--- src/rtl/lsu_ctrl.sv ---
// RV32I load/store controller: one request at a time, byte-splits misaligned
// stores, double-reads line-crossing loads, sign/zero-extends load data.
`timescale 1ns/1ps
module lsu_ctrl #(
   parameter bit SPLIT_EN = 1'b1
) (
   input  logic        clk,
   input  logic        reset,
   input  logic        req_valid,
   output logic        req_ready,
   input  logic        req_store,
   input  logic [2:0]  req_funct3,
   input  logic [31:0] req_addr,
   input  logic [31:0] req_wdata,
   output logic        rsp_valid,
   output logic [31:0] rsp_rdata,
   output logic        rsp_err,
   output logic [1:0]  ram_we,
   output logic [31:0] ram_addr,
   output logic [31:0] ram_wData,
   input  logic [31:0] ram_rData
);

   typedef enum logic [2:0] {IDLE, ST, LD0, LD1, DONE} state_t;

   state_t      state_q;
   logic [2:0]  f3_q;
   logic [31:0] addr_q;
   logic [31:0] wdata_q;
   logic [1:0]  cnt_q;
   logic [31:0] lo_q;
   logic [1:0]  ram_we_q;
   logic [31:0] ram_addr_q;
   logic [31:0] ram_wdata_q;
   logic [31:0] rdata_q;
   logic        err_q;
   logic [1:0]  cnt_d;

   function automatic logic legal(input logic st, input logic [2:0] f3);
      if (st) return f3 inside {3'b000, 3'b001, 3'b010};
      return f3 inside {3'b000, 3'b001, 3'b010, 3'b100, 3'b101};
   endfunction

   function automatic logic aligned(input logic [2:0] f3, input logic [1:0] off);
      return (f3[1:0] == 2'b00) || (f3[1:0] == 2'b01 && !off[0]) || (off == 2'b00);
   endfunction

   function automatic logic crossing(input logic [2:0] f3, input logic [1:0] off);
      return (f3[1:0] == 2'b01 && off == 2'b11) || (f3[1:0] == 2'b10 && off != 2'b00);
   endfunction

   // index of the final byte of a split store: 0, 1 or 3
   function automatic logic [1:0] last_idx(input logic [2:0] f3);
      return {f3[1], f3[1] | f3[0]};
   endfunction

   function automatic logic [31:0] extend(input logic [2:0] f3, input logic [1:0] off,
                                          input logic [31:0] hi, input logic [31:0] lo);
      logic [31:0] sh;
      sh = 32'({hi, lo} >> {off, 3'b000});
      unique case (f3)
         3'b000:  return {{24{sh[7]}}, sh[7:0]};
         3'b001:  return {{16{sh[15]}}, sh[15:0]};
         3'b100:  return {24'd0, sh[7:0]};
         3'b101:  return {16'd0, sh[15:0]};
         default: return sh;
      endcase
   endfunction

   assign cnt_d     = cnt_q + 2'd1;
   assign req_ready = (state_q == IDLE);
   assign rsp_valid = (state_q == DONE);
   assign rsp_rdata = rdata_q;
   assign rsp_err   = err_q;
   assign ram_we    = ram_we_q;
   assign ram_addr  = ram_addr_q;
   assign ram_wData = ram_wdata_q;

   always_ff @(posedge clk or posedge reset) begin
      if (reset) begin
         state_q     <= IDLE;
         f3_q        <= 3'd0;
         addr_q      <= 32'd0;
         wdata_q     <= 32'd0;
         cnt_q       <= 2'd0;
         lo_q        <= 32'd0;
         ram_we_q    <= 2'b00;
         ram_addr_q  <= 32'd0;
         ram_wdata_q <= 32'd0;
         rdata_q     <= 32'd0;
         err_q       <= 1'b0;
      end else begin
         unique case (state_q)
            IDLE: if (req_valid) begin
               f3_q    <= req_funct3;
               addr_q  <= req_addr;
               wdata_q <= req_wdata;
               cnt_q   <= 2'd0;
               if (!legal(req_store, req_funct3) ||
                   (!SPLIT_EN && !aligned(req_funct3, req_addr[1:0]))) begin
                  state_q <= DONE;
                  err_q   <= 1'b1;
                  rdata_q <= 32'd0;
               end else if (req_store) begin
                  state_q    <= ST;
                  ram_addr_q <= req_addr;
                  if (aligned(req_funct3, req_addr[1:0])) begin
                     ram_we_q    <= req_funct3[1:0] + 2'd1;
                     ram_wdata_q <= req_wdata;
                  end else begin
                     ram_we_q    <= 2'b01;
                     ram_wdata_q <= {24'd0, req_wdata[7:0]};
                  end
               end else begin
                  state_q    <= LD0;
                  ram_addr_q <= {req_addr[31:2], 2'b00};
               end
            end
            ST: begin
               if (aligned(f3_q, addr_q[1:0]) || cnt_q == last_idx(f3_q)) begin
                  state_q  <= DONE;
                  ram_we_q <= 2'b00;
                  err_q    <= 1'b0;
                  rdata_q  <= 32'd0;
               end else begin
                  cnt_q       <= cnt_d;
                  ram_addr_q  <= addr_q + {30'd0, cnt_d};
                  ram_wdata_q <= {24'd0, wdata_q[{cnt_d, 3'b000} +: 8]};
               end
            end
            LD0: begin
               lo_q <= ram_rData;
               if (SPLIT_EN && crossing(f3_q, addr_q[1:0])) begin
                  state_q    <= LD1;
                  ram_addr_q <= ram_addr_q + 32'd4;
               end else begin
                  state_q <= DONE;
                  err_q   <= 1'b0;
                  rdata_q <= extend(f3_q, addr_q[1:0], 32'd0, ram_rData);
               end
            end
            LD1: begin
               state_q <= DONE;
               err_q   <= 1'b0;
               rdata_q <= extend(f3_q, addr_q[1:0], ram_rData, lo_q);
            end
            DONE:    state_q <= IDLE;
            default: state_q <= IDLE;
         endcase
      end
   end

endmodule

--- config.mk ---
export PLATFORM = sky130hd
export DESIGN_NAME = lsu_ctrl
export DESIGN_NICKNAME = d
export VERILOG_FILES = /design/src/rtl/lsu_ctrl.sv
export SDC_FILE = /design/constraint.sdc
export NUM_CORES = 1
export LEC_CHECK = 0
export ABC_AREA = 1
export CAP_MARGIN = 5
export CORE_MARGIN = 2
export CORE_UTILIZATION = 35
export DETAILED_ROUTE_END_ITERATION = 6
export PLACE_DENSITY = 0.61
export REMOVE_ABC_BUFFERS = 1
export SYNTH_ARGS = -nofsm -noshare
export SYNTH_HDL_FRONTEND = slang
export SYNTH_SLANG_ARGS = --single-unit
export TNS_END_PERCENT = 1
--- constraint.sdc ---
create_clock -name clk -period 20.7 [get_ports clk]
set_input_delay 3.105 -clock clk [delete_from_list [all_inputs] [get_ports clk]]
set_output_delay 3.105 -clock clk [all_outputs]
set_load 0.005 [all_outputs]
==> flow_metrics.tcl <==
set metrics [dict create \
    reg2reg_slack_ps 17100 \
    met1_length_um 19200 \
    reg2reg_from "cnt_q[0]$_DFFE_PP0P_" \
    numCtsBuffers 25 \
    ys_warn_count 0 \
    max_slew.worst_pin.slew_ps 1050 \
    insertion_delay_ps 550 \
    dieWidth_um 192 \
    final_nets 2118 \
    worstHoldEndpoint "ram_wData[28]$_DFFE_PP0P_" \
    cp_slowest_stage_delay_ps 550 \
    max-slew-margin-rel_pct 30.2 \
    yosysMostFrequentCell "nand2_1" \
    drtIter0Drc 1049 \
    synth_edf_count 0 \
    track_usage_pct 22.6 \
    setup-violations-final 0 \
    seq_power_share_pct 32.3 \
    antenna_left 0 \
    met3_length_um 3460 \
    cts.sinks 203 \
    fin_crit_ps 5040 \
    drt-total-wl_um 41800 \
    r2r-end "ram_addr[14]$_DFFE_PP0P_" \
    p_clk_share_pct 19.9 \
    path_buf_inv 3 \
    drive_gt1_share_pct 5.58 \
    fin_crit_sh_pct 24.4 \
    area_delta_synth_final_pct 25.2 \
    worstHoldStart "ram_wData[28]$_DFFE_PP0P_" \
    combPwrFrac_pct 47.8 \
    netlist.area_leader.share_pct 40.9 \
    dieArea_um2 37000 \
    clock.fmax_mhz 198 \
    cts_tree "built" \
    grt_pass1_wl_um 66000 \
    synth_seq_area_share_pct 40.9 \
    place.port_buffers 203 \
    hold_buffers 0 \
    tns_ps 0 \
    rsz0062_at_grt "no" \
    met2_wirelength_um 18200 \
    drv_cap 0 \
    rows 68 \
    cp_max_fo 7 \
    synthArstFlopShare_pct 100 \
    grt_pass1_vias 12000 \
    p_per_area_nw_per_um2 149 \
    wl_per_cell_um 16.9 \
    critical-path-top-delay-family "buffers and inverters" \
    synth_cell_types 41 \
    whs_path_depth 2 \
    ios 204 \
    dr.pass1.iters 5 \
    synth_area_um2 12400 \
    r2r_cells 13 \
    coreArea_um2 34700 \
    avgSynthCellArea_um2 6.70 \
    drc 0 \
    num-fill-cells 3628 \
    netlist_instances 1854 \
    yosysTopAreaCell "dfrtp_1" \
    htree_levels 1 \
    synth_area_leaders "dfrtp_1, nand2_1, nand3_1" \
    gp_congestion 0.907 \
    slew_violations 0 \
    via_count 12600 \
    status "complete, no violations" \
    cts_resized 0 \
    path_clk_slew_ps 60 \
    fin_util_pct 44.8 \
    via_per_inst 5.08 \
    hold_violations 0 \
    cellInternalPower_uw 1290 \
    swShare_pct 44.3 \
    ir_drop_mv 0.0653 \
    top_layer "met5" \
    path_cells "inv_1, nand3_1, inv_2, clkdlybuf4s50_1" \
    grt_antenna_before_repair 2 \
    switchingPower_uw 1030 \
    worstPathArrival_ps 1940 \
    required_ps 17590 \
    fin_worst_skew_ps 19.1 \
    post_cts_buffers 0 \
    die_h_um 192 \
    p_leak_uw 0.00743 \
    path_class "reg2out" \
    ys_top_cells_by_count "nand2_1, dfrtp_1, nand3_1" \
    hold_path_class "reg2reg" \
    root_buffer "clkbuf_16" \
    grt_max_degree 134 \
    overflow 0 \
    start_util_pct 35.8 \
    cts_buffer_depth 3 \
    cp_slowest_cell "clkdlybuf4s50_1" \
    start_kind "flop" \
    ys_seq_elements 203 \
    dpl.hpwl_um 29100 \
    end_kind "output port" \
    yosys_most_used_dff "dfrtp_1" \
]
==> how the worst max path moves through the flow <==
stage          cells past startpoint  slack, ps                        end                    from
3_3_place_gp                       3      15310       lo_q[26]$_DFFE_PP0P_                   reset
6_report                           4      15660                  req_ready  state_q[2]$_DFFE_PP0P_
4_1_cts                            4      15650                  req_ready  state_q[2]$_DFFE_PP0P_
5_1_grt                           12      15520   ram_addr[19]$_DFFE_PP0P_           req_funct3[0]
3_5_place_dp                      13      15210  rsp_rdata[19]$_DFFE_PP0P_           req_funct3[0]
2_1_floorplan                      1      12060      addr_q[0]$_DFFE_PP0P_                   reset
==> through the flow <==
step                power (µW)  cell area [µm²]  setup slack, ps  instances  hold slack (ps)
global route              2520            15500            15520       2481              495
floorplan                 1390            12000            12060       1769              453
global placement          1840            14700            15310       2436              464
detailed placement        1860            14700            15210       2436              465
CTS                       2340            15500            15650       2481              481
finish                    2320            15600            15660       2483              476
==> logic make-up (layout without fill, tap and decap cells) <==
group / after synthesis / count (layout) / share of synthesized area [%]
xor+xnor: 1 / 1 / 0.0705
buf+inv: 252 / 424 / 8.54
compound gates: 261 / 261 / 11.4
mux: 23 / 23 / 2.09
flops: 203 / 203 / 40.9
simple gates: 1107 / 1107 / 36.2
fa+ha+maj: 7 / 7 / 0.766
other cells: 0 / 2 / 0
==> area by class of cell <==
cell class                 count  area, µm²  area share, %
antenna                        2       5.00         0.0322
tap                          455        569           3.66
timing repair buffer         212       2100           13.5
clock inverter                12        153          0.981
sequential                   203       5080           32.7
multi-input combinational   1399       6290           40.4
inverter                     167        639           4.11
clock buffer                  33        716           4.60
==> state kept, by name, summed over array words and instances, names as in the netlist <==
register,flops
f3_q,3
rsp_err,1
ram_addr,32
state_q,3
ram_we,2
addr_q,32
wdata_q,32
cnt_q,2
lo_q,32
rsp_rdata,32
ram_wData,32
==> metal layers <==
metal	track usage (%)	vias up
met5	0	-
met4	5.75	2
met3	4.35	71
met2	35.1	479
met1	32.2	5844
li1	-	6221
==> worst reg2reg max path: stages (launching register included) <==
cell	delay (ps)
dfrtp_1	640
nand2_1	160
clkinv_1	320
nor2_2	570
fa_1	350
nand2_1	90
nor2_1	270
nand2_1	90
nor2_1	420
or2_2	200
nand3_1	140
nand2_1	110
nand2_1	50
nand2_1	100
==> power by group through the flow <==
stage                     logic, µW  clock network, µW  registers, µW
after global routing           1260                488            778
after floorplan                 650                  0            737
after CTS                      1110                472            750
after detailed placement       1110                  0            752
final                          1110                462            751
after global placement         1090                  0            752
==> layout by cell type, fill, tap and decap left out, types with 4 or more instances in the layout <==
master / n
mux2_2: 23
nor2_1: 165
buf_4: 9
inv_1: 153
ha_1: 6
o21bai_1: 6
nor2_2: 5
inv_2: 10
o211ai_1: 11
o21ai_0: 175
a21oi_1: 44
nand2_1: 722
nand2_2: 6
nand3_1: 193
a221oi_1: 7
clkbuf_8: 6
clkinv_2: 7
nand3_2: 4
o22ai_1: 5
clkbuf_16: 25
dfrtp_1: 202
clkdlybuf4s50_1: 203
o21ai_1: 5
Note: power is estimated with default switching activity, not from simulation.
